<file path="src/rtl/outerprodrc_drain.sv">
// outerprodrc_drain: run sequencer and result reader for the outer-product
// accumulator array. Clears the array, enables it for CYCLES cycles, lets the
// pipeline settle, snapshots the accumulators minus the pre-run baseline, and
// streams the elements out over valid/ready in row-major order.
//
// Optional build macro: OUTERPRODRC_DRAIN_ZSKIP_EN
//   defined   -> zero-valued results are skipped in the output stream
//   undefined -> every element is emitted, zeros included
//
// state   | meaning
// --------+-----------------------------------------------------------
// IDLE    | waiting for iStart; baseline snapshot taken on acceptance
// CLR     | one-cycle array clear pulse
// RUN     | array enabled for exactly CYCLES cycles
// FLUSH   | FLUSHLAT settle cycles with the array disabled
// CAPTURE | result = final snapshot - baseline (modular), pick first beat
// DRAIN   | one element per accepted beat, oLast on the final one
module outerprodrc_drain #(
    parameter int ROWNUM      = 2,
    parameter int COLNUM      = 2,
    parameter int OUTBITWIDTH = 8,
    parameter int CYCLES      = 16,
    parameter int FLUSHLAT    = 2,
    localparam int NUM  = ROWNUM * COLNUM,
    localparam int IDXW = (NUM > 1) ? $clog2(NUM) : 1
) (
    input  logic                        iClk,
    input  logic                        iRstN,
    input  logic                        iStart,
    output logic                        oBusy,
    output logic                        oArrClr,
    output logic                        oArrEn,
    input  logic [NUM*OUTBITWIDTH-1:0]  iArrData,
    output logic                        oValid,
    input  logic                        iReady,
    output logic [OUTBITWIDTH-1:0]      oData,
    output logic [IDXW-1:0]             oIdx,
    output logic                        oLast,
    output logic                        oDone
);

    localparam int W      = OUTBITWIDTH;
    localparam int CNTMAX = (CYCLES > FLUSHLAT) ? CYCLES : FLUSHLAT;
    localparam int CNTW   = $clog2(CNTMAX + 1);

    typedef enum logic [2:0] {
        S_IDLE, S_CLR, S_RUN, S_FLUSH, S_CAPTURE, S_DRAIN
    } state_t;

    state_t               state_q, state_d;
    logic [CNTW-1:0]      cnt_q;
    logic [NUM*W-1:0]     base_q;
    logic [NUM*W-1:0]     res_q;
    logic [NUM*W-1:0]     diff;
    logic [NUM-1:0]       cap_mask, res_mask, sel_mask;
    logic                 valid_q, last_q, done_q;
    logic [W-1:0]         data_q;
    logic [IDXW-1:0]      idx_q;
    logic                 nxt_found, nxt_last;
    logic [IDXW-1:0]      nxt_idx;
    logic [W-1:0]         nxt_data;
    int                   search_start;
    logic                 beat_xfer;

    assign beat_xfer = valid_q && iReady;

    // State register
    always_ff @(posedge iClk or negedge iRstN) begin
        if (!iRstN) state_q <= S_IDLE;
        else        state_q <= state_d;
    end

    // Next-state logic
    always_comb begin
        state_d = state_q;
        case (state_q)
            S_IDLE:    if (iStart) state_d = S_CLR;
            S_CLR:     state_d = S_RUN;
            S_RUN:     if (cnt_q == '0) state_d = S_FLUSH;
            S_FLUSH:   if (cnt_q == '0) state_d = S_CAPTURE;
            S_CAPTURE: state_d = nxt_found ? S_DRAIN : S_IDLE;
            S_DRAIN:   if (beat_xfer && last_q) state_d = S_IDLE;
            default:   state_d = S_IDLE;
        endcase
    end

    // Array control and busy decode; only one of clear/enable per state
    always_comb begin
        oBusy   = (state_q != S_IDLE);
        oArrClr = (state_q == S_CLR);
        oArrEn  = (state_q == S_RUN);
    end

    // Run/flush down-counter; terminal count at zero
    always_ff @(posedge iClk or negedge iRstN) begin
        if (!iRstN) begin
            cnt_q <= '0;
        end else begin
            case (state_q)
                S_CLR:   cnt_q <= CNTW'(CYCLES - 1);
                S_RUN:   cnt_q <= (cnt_q == '0) ? CNTW'(FLUSHLAT - 1) : cnt_q - 1'b1;
                S_FLUSH: if (cnt_q != '0) cnt_q <= cnt_q - 1'b1;
                default: cnt_q <= cnt_q;
            endcase
        end
    end

    // Modular per-element difference against the baseline snapshot
    always_comb begin
        diff = '0;
        for (int e = 0; e < NUM; e++)
            diff[e*W +: W] = iArrData[e*W +: W] - base_q[e*W +: W];
    end

    // Which elements are eligible for emission
    always_comb begin
        cap_mask = '1;
        res_mask = '1;
`ifdef OUTERPRODRC_DRAIN_ZSKIP_EN
        for (int e = 0; e < NUM; e++) begin
            cap_mask[e] = |diff[e*W +: W];
            res_mask[e] = |res_q[e*W +: W];
        end
`endif
    end

    // Single-cycle search for the next eligible element and whether it is the last
    always_comb begin
        sel_mask     = (state_q == S_CAPTURE) ? cap_mask : res_mask;
        search_start = (state_q == S_CAPTURE) ? 0 : int'(idx_q) + 1;
        nxt_found    = 1'b0;
        nxt_idx      = '0;
        for (int e = NUM - 1; e >= 0; e--) begin
            if (sel_mask[e] && (e >= search_start)) begin
                nxt_found = 1'b1;
                nxt_idx   = IDXW'(e);
            end
        end
        nxt_last = 1'b1;
        for (int e = 0; e < NUM; e++)
            if (sel_mask[e] && (e > int'(nxt_idx))) nxt_last = 1'b0;
        nxt_data = (state_q == S_CAPTURE) ? diff[int'(nxt_idx)*W +: W]
                                          : res_q[int'(nxt_idx)*W +: W];
    end

    // Baseline latch at start acceptance, result buffer at capture
    always_ff @(posedge iClk or negedge iRstN) begin
        if (!iRstN) begin
            base_q <= '0;
            res_q  <= '0;
        end else begin
            if (state_q == S_IDLE && iStart) base_q <= iArrData;
            if (state_q == S_CAPTURE)        res_q  <= diff;
        end
    end

    // Registered output stream and done pulse
    always_ff @(posedge iClk or negedge iRstN) begin
        if (!iRstN) begin
            valid_q <= 1'b0;
            data_q  <= '0;
            idx_q   <= '0;
            last_q  <= 1'b0;
            done_q  <= 1'b0;
        end else begin
            done_q <= 1'b0;
            if (state_q == S_CAPTURE) begin
                if (nxt_found) begin
                    valid_q <= 1'b1;
                    data_q  <= nxt_data;
                    idx_q   <= nxt_idx;
                    last_q  <= nxt_last;
                end else begin
                    done_q  <= 1'b1;
                end
            end else if (state_q == S_DRAIN && beat_xfer) begin
                if (last_q) begin
                    valid_q <= 1'b0;
                    data_q  <= '0;
                    idx_q   <= '0;
                    last_q  <= 1'b0;
                    done_q  <= 1'b1;
                end else begin
                    data_q  <= nxt_data;
                    idx_q   <= nxt_idx;
                    last_q  <= nxt_last;
                end
            end
        end
    end

    assign oValid = valid_q;
    assign oData  = data_q;
    assign oIdx   = idx_q;
    assign oLast  = last_q;
    assign oDone  = done_q;

endmodule

</file>
<file path="config.mk">
export PLATFORM = sky130hd
export DESIGN_NAME = outerprodrc_drain
export DESIGN_NICKNAME = d
export VERILOG_FILES = /design/src/rtl/outerprodrc_drain.sv
export SDC_FILE = /design/constraint.sdc
export NUM_CORES = 1
export LEC_CHECK = 0
export ABC_AREA = 1
export BUFFER_PORTS_ARGS = -buffer_cell sky130_fd_sc_hd__buf_4
export CAP_MARGIN = 20
export CORE_MARGIN = 5
export CORE_UTILIZATION = 30
export DETAILED_ROUTE_END_ITERATION = 8
export PLACE_DENSITY = 0.55
export SLEW_MARGIN = 20
export SYNTH_ARGS = -nofsm -noshare
export SYNTH_HDL_FRONTEND = slang
export SYNTH_SLANG_ARGS = --single-unit
</file>
<file path="constraint.sdc">
create_clock -name iClk -period 2 [get_ports iClk]
set_clock_uncertainty 0.15 [all_clocks]
set_input_delay 0.1 -clock iClk [delete_from_list [all_inputs] [get_ports iClk]]
set_output_delay 0.1 -clock iClk [all_outputs]
set_load 0.005 [all_outputs]
</file>
=== Word-level counts from Yosys, hierarchy flattened ===
Index checks and enable logic that the tools add are counted.

* $add $sub $neg: 6
* $mul: 0
* Div/mod/pow operators: 0
* Magnitude comparators: 7
* Eq/ne operators: 11
* Shift-type cells: 2
* Mux-type cells: 42
* Bitwise gates (word level): 0
* Reduce and logical (&&, ||, !) cells: 15

{| class="wikitable"
|+ Operator list
! cell !! number
|-
| 32-bit by 6-bit indexed part select with 8-bit output || 2
|-
| 8-bit 2-to-1 mux || 5
|-
| 8-bit subtractor || 4
|-
| 1-bit 2-to-1 mux || 19
|-
| 3-bit 2-to-1 mux || 6
|-
| 3-bit case mux with 6 select lines || 1
|-
| 2-bit 2-to-1 mux || 8
|-
| 5-bit case mux with 3 select lines || 1
|-
| 5-bit 2-to-1 mux || 2
|-
| 2-bit inequality test, second input constant || 5
|-
| 3-bit by 2-bit == test with 1-bit output, second input constant || 2
|-
| 3-bit == test, second input constant || 2
|-
| 1-bit by 3-bit >= comparator with 1-bit output, first input constant || 2
|-
| 2-bit by 3-bit >= comparator with 1-bit output, first input constant || 2
|-
| 3-bit nonzero test || 2
|-
| 5-bit zero test || 1
|-
| 5-bit nonzero test || 1
|-
| 5-bit by 1-bit subtractor with 5-bit output, second input constant || 1
|-
| 2-bit > comparator, first input constant || 2
|-
| 1-bit logical AND || 4
|-
| 2-bit AND reduction || 2
|-
| 4-bit AND reduction || 1
|-
| 2-bit nonzero test || 2
|-
| 2-bit by 1-bit adder with 3-bit output, second input constant || 1
|-
| 5 further kinds || 5
|}

* Register bits: 85
* Bits in latches: 0
* Bits in writable memories: 0
* ROM bits: 0
* Bits of input ports: 36
* Output and inout port bits: 16
* Word-level logic and storage cells: 92
* Memories: 0

=== Logic depth before layout (Yosys ltp) ===
Gate-level depths: netlist of run 1.

* Depth in word-level cells: 14
* Depth in mapped cells: 14
* Gate-level depth less buffers: 14

=== Least setup slack after synthesis of run 1 ===
OpenSTA, ideal clock, no wires.

* Path type: register -> register
* Start point: register base_q[24]
* End point: register res_q[30]
* Library setup time: 117 ps
* Data arrival time: 1,671 ps
* Data required time: 1,733 ps
* Setup slack: 62 ps
* Cell stages (with the launch flop): 10
* Buffers on the path: 0
* Clock period less this slack: 1,938 ps
* Cells stage by stage: dfrtp_1 ha_1 inv_1 fa_1 and3_1 a211oi_1 o21ai_0 xor2_1 nand2_1 nand2_1

* Word-level cells in the longest chain between the ends: 1

{| class="wikitable"
|+ Ends and longest elaborated chain
! what !! line !! RTL
|-
| start, declared || 52 || <nowiki>logic [NUM*W-1:0] base_q;</nowiki>
|-
| start signal, assigned || 152 || <nowiki>if (state_q == S_IDLE && iStart) base_q <= iArrData;</nowiki>
|-
| 8-bit subtractor || 112 || <nowiki>diff[e*W +: W] = iArrData[e*W +: W] - base_q[e*W +: W];</nowiki>
|-
| end signal, assigned || 153 || <nowiki>if (state_q == S_CAPTURE) res_q <= diff;</nowiki>
|-
| end, declared || 53 || <nowiki>logic [NUM*W-1:0] res_q;</nowiki>
|}

No other way between the ends.
A chain may end at the register's enable or synchronous reset.

=== Worst setup path in the final report of run 1 ===
* Start point: register base_q[0]
* End point: register data_q[2], in the netlist oData[2]

* Word-level cells in the longest chain between the ends: 6
* Elaborated cells on any way between the ends: 7
* Those cells by class: 1 x add/sub; 1 x shift; 5 x mux

{| class="wikitable"
|+ Ends and longest elaborated chain
! what !! line !! RTL
|-
| 8-bit subtractor * || 112 ||
|-
| 32-bit by 6-bit indexed part select with 8-bit output * || 142 || <nowiki>nxt_data = (state_q == S_CAPTURE) ? diff[int'(nxt_idx)*W +: W]</nowiki>
|-
| 8-bit 2-to-1 mux * || 142 ||
|-
| 8-bit 2-to-1 mux || 177 || <nowiki>if (last_q) begin</nowiki>
|-
| 8-bit 2-to-1 mux || 176 || <nowiki>end else if (state_q == S_DRAIN && beat_xfer) begin</nowiki>
|-
| 8-bit 2-to-1 mux * || 167 || <nowiki>if (state_q == S_CAPTURE) begin</nowiki>
|-
| end signal, assigned || 170 || <nowiki>data_q <= nxt_data;</nowiki>
|-
| end signal, assigned || 184 || <nowiki>data_q <= nxt_data;</nowiki>
|-
| end, declared || 57 || <nowiki>logic [W-1:0] data_q;</nowiki>
|}

Every way passes the cells marked *; elsewhere a longest branch is shown, timed or not. The select of a mux whose other input is x is not followed.

==> results of run 1 <==
## flip-flops by register name (all words and copies together) (netlist names)
register / flops
oData: 8
base_q: 32
oValid: 1
state_q: 3
cnt_q: 5
oIdx: 2
res_q: 32
oDone: 1
oLast: 1
## kinds of logic after synthesis
group | synth area share
simple gates | 0.226
buf+inv | 0.0915
compound gates | 0.110
flops | 0.427
fa+ha+maj | 0.102
xor+xnor | 0.0352
mux | 0.00905
## path summary, 6_finish.rpt
kind,startpoint,endpoint
worst max register to register,base_q[0],oData[2]
max in group asynchronous,iRstN,base_q[26]
worst min-delay path,iStart,state_q[2]
min in group asynchronous,iRstN,base_q[2]
worst min register to register,res_q[1],res_q[1]
worst max-delay path,base_q[0],oData[2]
## critical path: cells and delay by family (launching register included)
family / cells / cell delay (ns)
AOI/OAI and AO/OA: 3 / 0.47
xor gates and xnor gates: 1 / 0.20
adders and majority gates: 2 / 0.53
buffers and inverters: 1 / 0.03
DFF: 1 / 0.37
and+or+nand+nor: 1 / 0.07
## power groups by stage
| stage | Clock, uW | Sequential (uW) | Combinational, uW |
|---|---|---|---|
| 6_report | 1680 | 2870 | 5150 |
| 5_1_grt | 1800 | 2950 | 5870 |
| 4_1_cts | 1720 | 2870 | 4940 |
| 3_5_place_dp | 0 | 2900 | 4820 |
| 3_3_place_gp | 0 | 2870 | 4710 |
| 2_1_floorplan | 0 | 2830 | 3430 |
## metal layers
layer | wire length [um] | GRT usage | part of all wire | vias up
met5 | 0 | 0 | 0 | -
met4 | 161 | 0.0371 | 0.014 | 0
met3 | 361 | 0.0279 | 0.031 | 10
met2 | 5730 | 0.216 | 0.49 | 55
met1 | 5380 | 0.158 | 0.46 | 1976
li1 | - | - | - | 2167
## area by class of cell
class / instances / share of cell area
Inverter: 95 / 0.0564
Clock buffer: 10 / 0.0350
Clock inverter: 6 / 0.00976
Multi-Input combinational cell: 410 / 0.391
Timing Repair Buffer: 107 / 0.140
Sequential cell: 85 / 0.325
Tap cell: 220 / 0.0421
## metrics by stage
stage                     setup WS (ns)  hold WS, ns  area [um2]   util  instances
after floorplan                  0.0625       -0.346        4980      -        607
after global placement           0.0486      -0.0598        5710  0.348        880
after detailed placement        -0.0251      -0.0534        5710  0.348        880
after CTS                      0.000973      0.00950        6360  0.387        931
after global routing            -0.0764       0.0631        6540  0.399        933
final                            0.0628       0.0434        6540  0.399        933
## Yosys cell counts
library cell,number,area share
a211oi_1,3,0.0045
a21boi_0,1,0.0015
a21o_1,2,0.0030
a21oi_1,45,0.045
a221oi_1,1,0.0018
a22o_1,1,0.0018
a31oi_1,1,0.0013
and2_1,4,0.0050
and3_1,1,0.0013
buf_2,8,0.0080
buf_4,2,0.0030
buf_6,2,0.0045
clkbuf_1,5,0.0038
clkinv_1,1,0.00075
dfrtp_1,85,0.43
fa_1,4,0.016
ha_1,34,0.085
inv_1,84,0.063
inv_2,9,0.0068
inv_4,1,0.0013
mux2_2,4,0.0090
nand2_1,131,0.099
nand2_4,1,0.0023
nand3_1,44,0.044
nand3b_1,1,0.0015
nand3b_4,1,0.0040
nand4_1,14,0.018
nor2_1,39,0.029
nor2_2,2,0.0025
nor2_4,2,0.0045
nor3_2,2,0.0040
nor3_4,1,0.0033
o211ai_1,3,0.0045
o21a_1,4,0.0060
o21ai_0,20,0.020
o21ai_1,13,0.013
o21bai_1,1,0.0015
o22ai_1,3,0.0038
o31ai_1,1,0.0015
or2_1,4,0.0050
or2_2,2,0.0025
xnor2_1,6,0.011
xor2_1,14,0.025
## what timing repair did
action / 4_1_cts / 5_1_grt
endpoints found under the setup margin: 3 / 13
hold endpoints to repair: 106 / 0
buffers inserted: 1 / 2
hold buffers: 34 / 0
pin swaps: 1 / 4
resized for setup: 1 / 41
==> run summary, run 1 <==
status -> completed
Final Hold Viols -> 0
Mapped Nets -> 681
crit path max fanout -> 3
footprint of the multi-input gates -> 0.00256 mm2
Slew Limit Fails -> 0
FP Rows -> 47
post-layout power -> 9690 uW
commonest cells after routing, fill and taps aside -> nand2_1 (128), dfrtp_1 (85), inv_1 (82)
initial DRC count -> 209
FF-to-FF path depth -> 8
WP data required -> 2.09 ns
Die Y -> 139 um
worst-path cell chain -> ha_2 -> inv_2 -> fa_2 -> xnor2_1 -> o21ai_1 -> o211ai_1 -> nand2_1 -> a22o_1
register area -> 0.00213 mm2
clock share of power -> 0.173
Psw -> 3970 uW
Syn Std Cell Area -> 0.00498 mm2
nets -> 782
number of vias per cell -> 4.51
Synth Instances -> 607
max_cap viols -> 0
post-route minimum period -> 1.94 ns
hold crit path type -> primary input to flip-flop
CP startpoint kind -> flip-flop
TritonCTS buffer count -> 9
die area -> 0.0193 mm2
sequential power share -> 0.296
CTS tree -> done
largest net degree at the start of global routing -> 61
initial antenna violation count -> 0
fraction of power spent switching nets -> 0.410
slowest cell delay on critical path -> 0.37 ns
Post-DP HPWL -> 8.67 mm
Core ar. -> 0.0164 mm2
CTS Buffer Depth -> 2
hold depth -> 5
filler cell count -> 1638
Combinational Power Share -> 0.531
register area share after synthesis -> 0.427
Root Driver -> clkbuf_16
Netlist cell types -> 43
# diodes -> 0
number of global-route vias before repair -> 4254
static leakage -> 0.00330 uW
setup slack, reg-to-reg -> 0.06 ns
Detail Route Antenna Nets -> 0
die outline width -> 139 um
Area Growth Syn to Fin -> 31.3%
CTS H-tree lvls -> 3
final setup violation count -> 0
GRT overflow -> 0
clock-pin slew on the worst setup and hold paths -> 0.07 ns
Skew-Pair Late Insertion Delay -> 0.35 ns
most common cell after layout, fill and taps aside -> nand2_1
WS Path Type -> flip-flop to flip-flop
Worst slew margin -> 0.676
maximum VDD drop -> 0.601 mV
GRT Total Usage -> 0.126
CTS Sinks -> 85
Pint -> 5720 uW
first-pass GRT wire length -> 20.0 mm
power per cell area -> 1480 mW/mm2
Avg Cell Area, Syn -> 8.20 um2
I/O pin count -> 52
slowest CP cell -> dfrtp_1
Critical Path End Type -> flip-flop
layout cells sized above 1 -> 0.210
Starting Density -> 0.303
Slew @ Worst Pin -> 0.486 ns
WL final -> 11.6 mm
DR pass1 iterations -> 4
WL/cell -> 12.5 um
I/O Buffers -> 51
RSZ-0062 raised after global routing -> yes
FMAX -> 516 MHz
CP arrival -> 2.02 ns
gpl congestion -> 0.814
setup TNS -> 0 ns
vias -> 4208
warnings from Yosys -> 0
Yosys reg bits -> 85
Final Cycle Share -> 0.969
drt drc -> 0
(Power assumes the default switching activity.)
==> inputs of run 2 (changes only) <==
--- a/config.mk
+++ b/config.mk
@@ -8,6 +8,7 @@
 export ABC_AREA = 1
 export BUFFER_PORTS_ARGS = -buffer_cell sky130_fd_sc_hd__buf_4
 export CAP_MARGIN = 20
+export CORE_ASPECT_RATIO = 0.6
 export CORE_MARGIN = 5
 export CORE_UTILIZATION = 30
 export DETAILED_ROUTE_END_ITERATION = 8
==> run 2 against run 1 <==
Compared with the run above: core utilization increased by 1.1 points; worst setup slack got worse by 0.0035 ns; largest power group unchanged; non-clock buffer count increased by 4; worst hold slack got worse by 0.0072 ns; total power increased by 3.4%; critical path type unchanged; count of clock-buffer cells in the layout increased by 1; first-iteration DRC count increased by 37%.
==> run summary, run 2 (synthesis gave the netlist of run 1 again) <==
number of vias per cell -> 4.47 (was 4.51)
static leakage -> 0.00335 uW (was 0.00330 uW)
worst-path cell chain -> ha_2 -> inv_2 -> fa_2 -> nand2_2 -> nand2_2 -> nand4_1 -> nand2_1 -> nand2_1 -> nand3_2 -> nand3_2 -> nand2_2 -> nand3_2 -> nand2_1 (was ha_2 -> inv_2 -> fa_2 -> xnor2_1 -> o21ai_1 -> o211ai_1 -> nand2_1 -> a22o_1)
Root Driver -> clkbuf_16 (unchanged)
CTS Buffer Depth -> 2 (unchanged)
CP arrival -> 2.03 ns (was 2.02 ns)
CTS tree -> done (unchanged)
I/O Buffers -> 51 (unchanged)
nets -> 786 (was 782)
Slew @ Worst Pin -> 0.328 ns (was 0.486 ns)
GRT Total Usage -> 0.131 (was 0.126)
status -> completed (unchanged)
# diodes -> 0 (unchanged)
reg-to-reg startpoint -> base_q[8] (was base_q[0])
Slew Limit Fails -> 0 (unchanged)
hold crit path type -> primary input to async pin (was primary input to flip-flop)
I/O pin count -> 52 (unchanged)
gpl congestion -> 0.868 (was 0.814)
commonest cells after routing, fill and taps aside -> nand2_1 (125), dfrtp_1 (84), inv_1 (81) (was nand2_1 (128), dfrtp_1 (85), inv_1 (82))
Die Y -> 110 um (was 139 um)
FF-to-FF path depth -> 13 (was 8)
Core ar. -> 0.0163 mm2 (was 0.0164 mm2)
die outline width -> 176 um (was 139 um)
first-pass GRT wire length -> 20.4 mm (was 20.0 mm)
most common cell after layout, fill and taps aside -> nand2_1 (unchanged)
initial DRC count -> 287 (was 209)
Area Growth Syn to Fin -> 33.7% (was 31.3%)
max_cap viols -> 0 (unchanged)
largest net degree at the start of global routing -> 61 (unchanged)
layout cells sized above 1 -> 0.225 (was 0.210)
CTS H-tree lvls -> 3 (unchanged)
Worst slew margin -> 0.781 (was 0.676)
crit path max fanout -> 2 (was 3)
TritonCTS buffer count -> 9 (unchanged)
post-route minimum period -> 1.94 ns (about the same)
slowest CP cell -> fa_2 (was dfrtp_1)
drt drc -> 0 (unchanged)
WS Path Type -> flip-flop to flip-flop (unchanged)
WHS -> 0.0361 ns (was 0.0434 ns)
placed insts -> 892 (was 880)
Placement Setup Slack -> -0.0221 ns (was -0.0251 ns)
GRT overflow -> 0 (unchanged)
Starting Density -> 0.306 (was 0.303)
Final Cycle Share -> 0.970 (was 0.969)
setup slack, reg-to-reg -> 0.06 ns (about the same)
Detail Route Antenna Nets -> 0 (unchanged)
power per cell area -> 1510 mW/mm2 (was 1480 mW/mm2)
Critical Path End Type -> flip-flop (unchanged)
DR pass1 iterations -> 4 (unchanged)
CP startpoint kind -> flip-flop (unchanged)
final setup violation count -> 0 (unchanged)
Post-DP HPWL -> 8.97 mm (was 8.67 mm)
vias -> 4225 (was 4208)
die area -> 0.0194 mm2 (was 0.0193 mm2)
FMAX -> 515 MHz (was 516 MHz)
slowest cell delay on critical path -> 0.39 ns (was 0.37 ns)
fin cells -> 945 (was 933)
maximum VDD drop -> 0.452 mV (was 0.601 mV)
clock-pin slew on the worst setup and hold paths -> 0.06 ns (was 0.07 ns)
WL/cell -> 12.7 um (was 12.5 um)
WL final -> 12.0 mm (was 11.6 mm)
setup ws final -> 0.0593 ns (was 0.0628 ns)
filler cell count -> 1603 (was 1638)
FF-to-FF End -> oData[6] (was oData[2])
initial antenna violation count -> 0 (unchanged)
RSZ-0062 raised after global routing -> yes (unchanged)
FP Rows -> 36 (was 47)
Skew-Pair Late Insertion Delay -> 0.35 ns (about the same)
number of global-route vias before repair -> 4121 (was 4254)
CTS Sinks -> 85 (unchanged)
Final Hold Viols -> 0 (unchanged)
WP data required -> 2.09 ns (about the same)
[run 2: worst max-delay path by stage]
stage / start / endpoint / cells past startpoint
3_3_place_gp: base_q[8] / oData[2] / 9
5_1_grt: base_q[8] / oData[6] / 13
2_1_floorplan: base_q[24] / res_q[30] / 9
3_5_place_dp: base_q[24] / res_q[30] / 9
4_1_cts: iArrData[4] / oData[7] / 13
6_report: base_q[8] / oData[6] / 13
[run 2: where the power goes]
group	switching [uW]	internal, uW	leakage [uW]
Clock	686	1090	0.000153
Sequential	379	2520	0.000994
Combinational	3000	2350	0.00221
[run 2: critical path, delay by kind of cell, from the launching register on]
kind                       cells  cell delay (ns)
DFF                            1             0.36
and+or+nand+nor               10             0.71
buffers and inverters          1             0.04
adders and majority gates      2             0.57
[run 2: routing by layer]
| metal | wire, um | global-route usage | share of wire |
|---|---|---|---|
| met5 | 0 | 0 | 0 |
| met4 | 96 | 0.0328 | 0.0080 |
| met3 | 622 | 0.0402 | 0.052 |
| met2 | 4860 | 0.186 | 0.40 |
| met1 | 6450 | 0.193 | 0.54 |
[run 2: cell type report]
class | instances | area, um2 | area share
multi-input cells | 410 | 2620 | 0.393
clock inverters | 5 | 75.1 | 0.0113
inverters | 95 | 364 | 0.0547
flip-flops and latches | 85 | 2130 | 0.320
well taps | 228 | 285 | 0.0429
repair buffers | 111 | 953 | 0.143
clock buffers | 11 | 233 | 0.0350
[run 2: stage by stage]
stage          instance area, um2  utilization  setup TNS, ns  power (uW)
2_1_floorplan                4980            -              0        6270
3_3_place_gp                 5770        0.355              0        7650
3_5_place_dp                 5770        0.355        -0.0221        7770
4_1_cts                      6420        0.395              0        9680
5_1_grt                      6650        0.409         -0.204       11000
6_report                     6650        0.409              0       10000
[run 2: timing repair]
action                                  CTS  global route
pin swaps                                 0            16
resized for setup                         2            49
endpoints found under the setup margin    5            16
hold endpoints to repair                118             0
buffers inserted                          1             3
hold buffers                             33             0
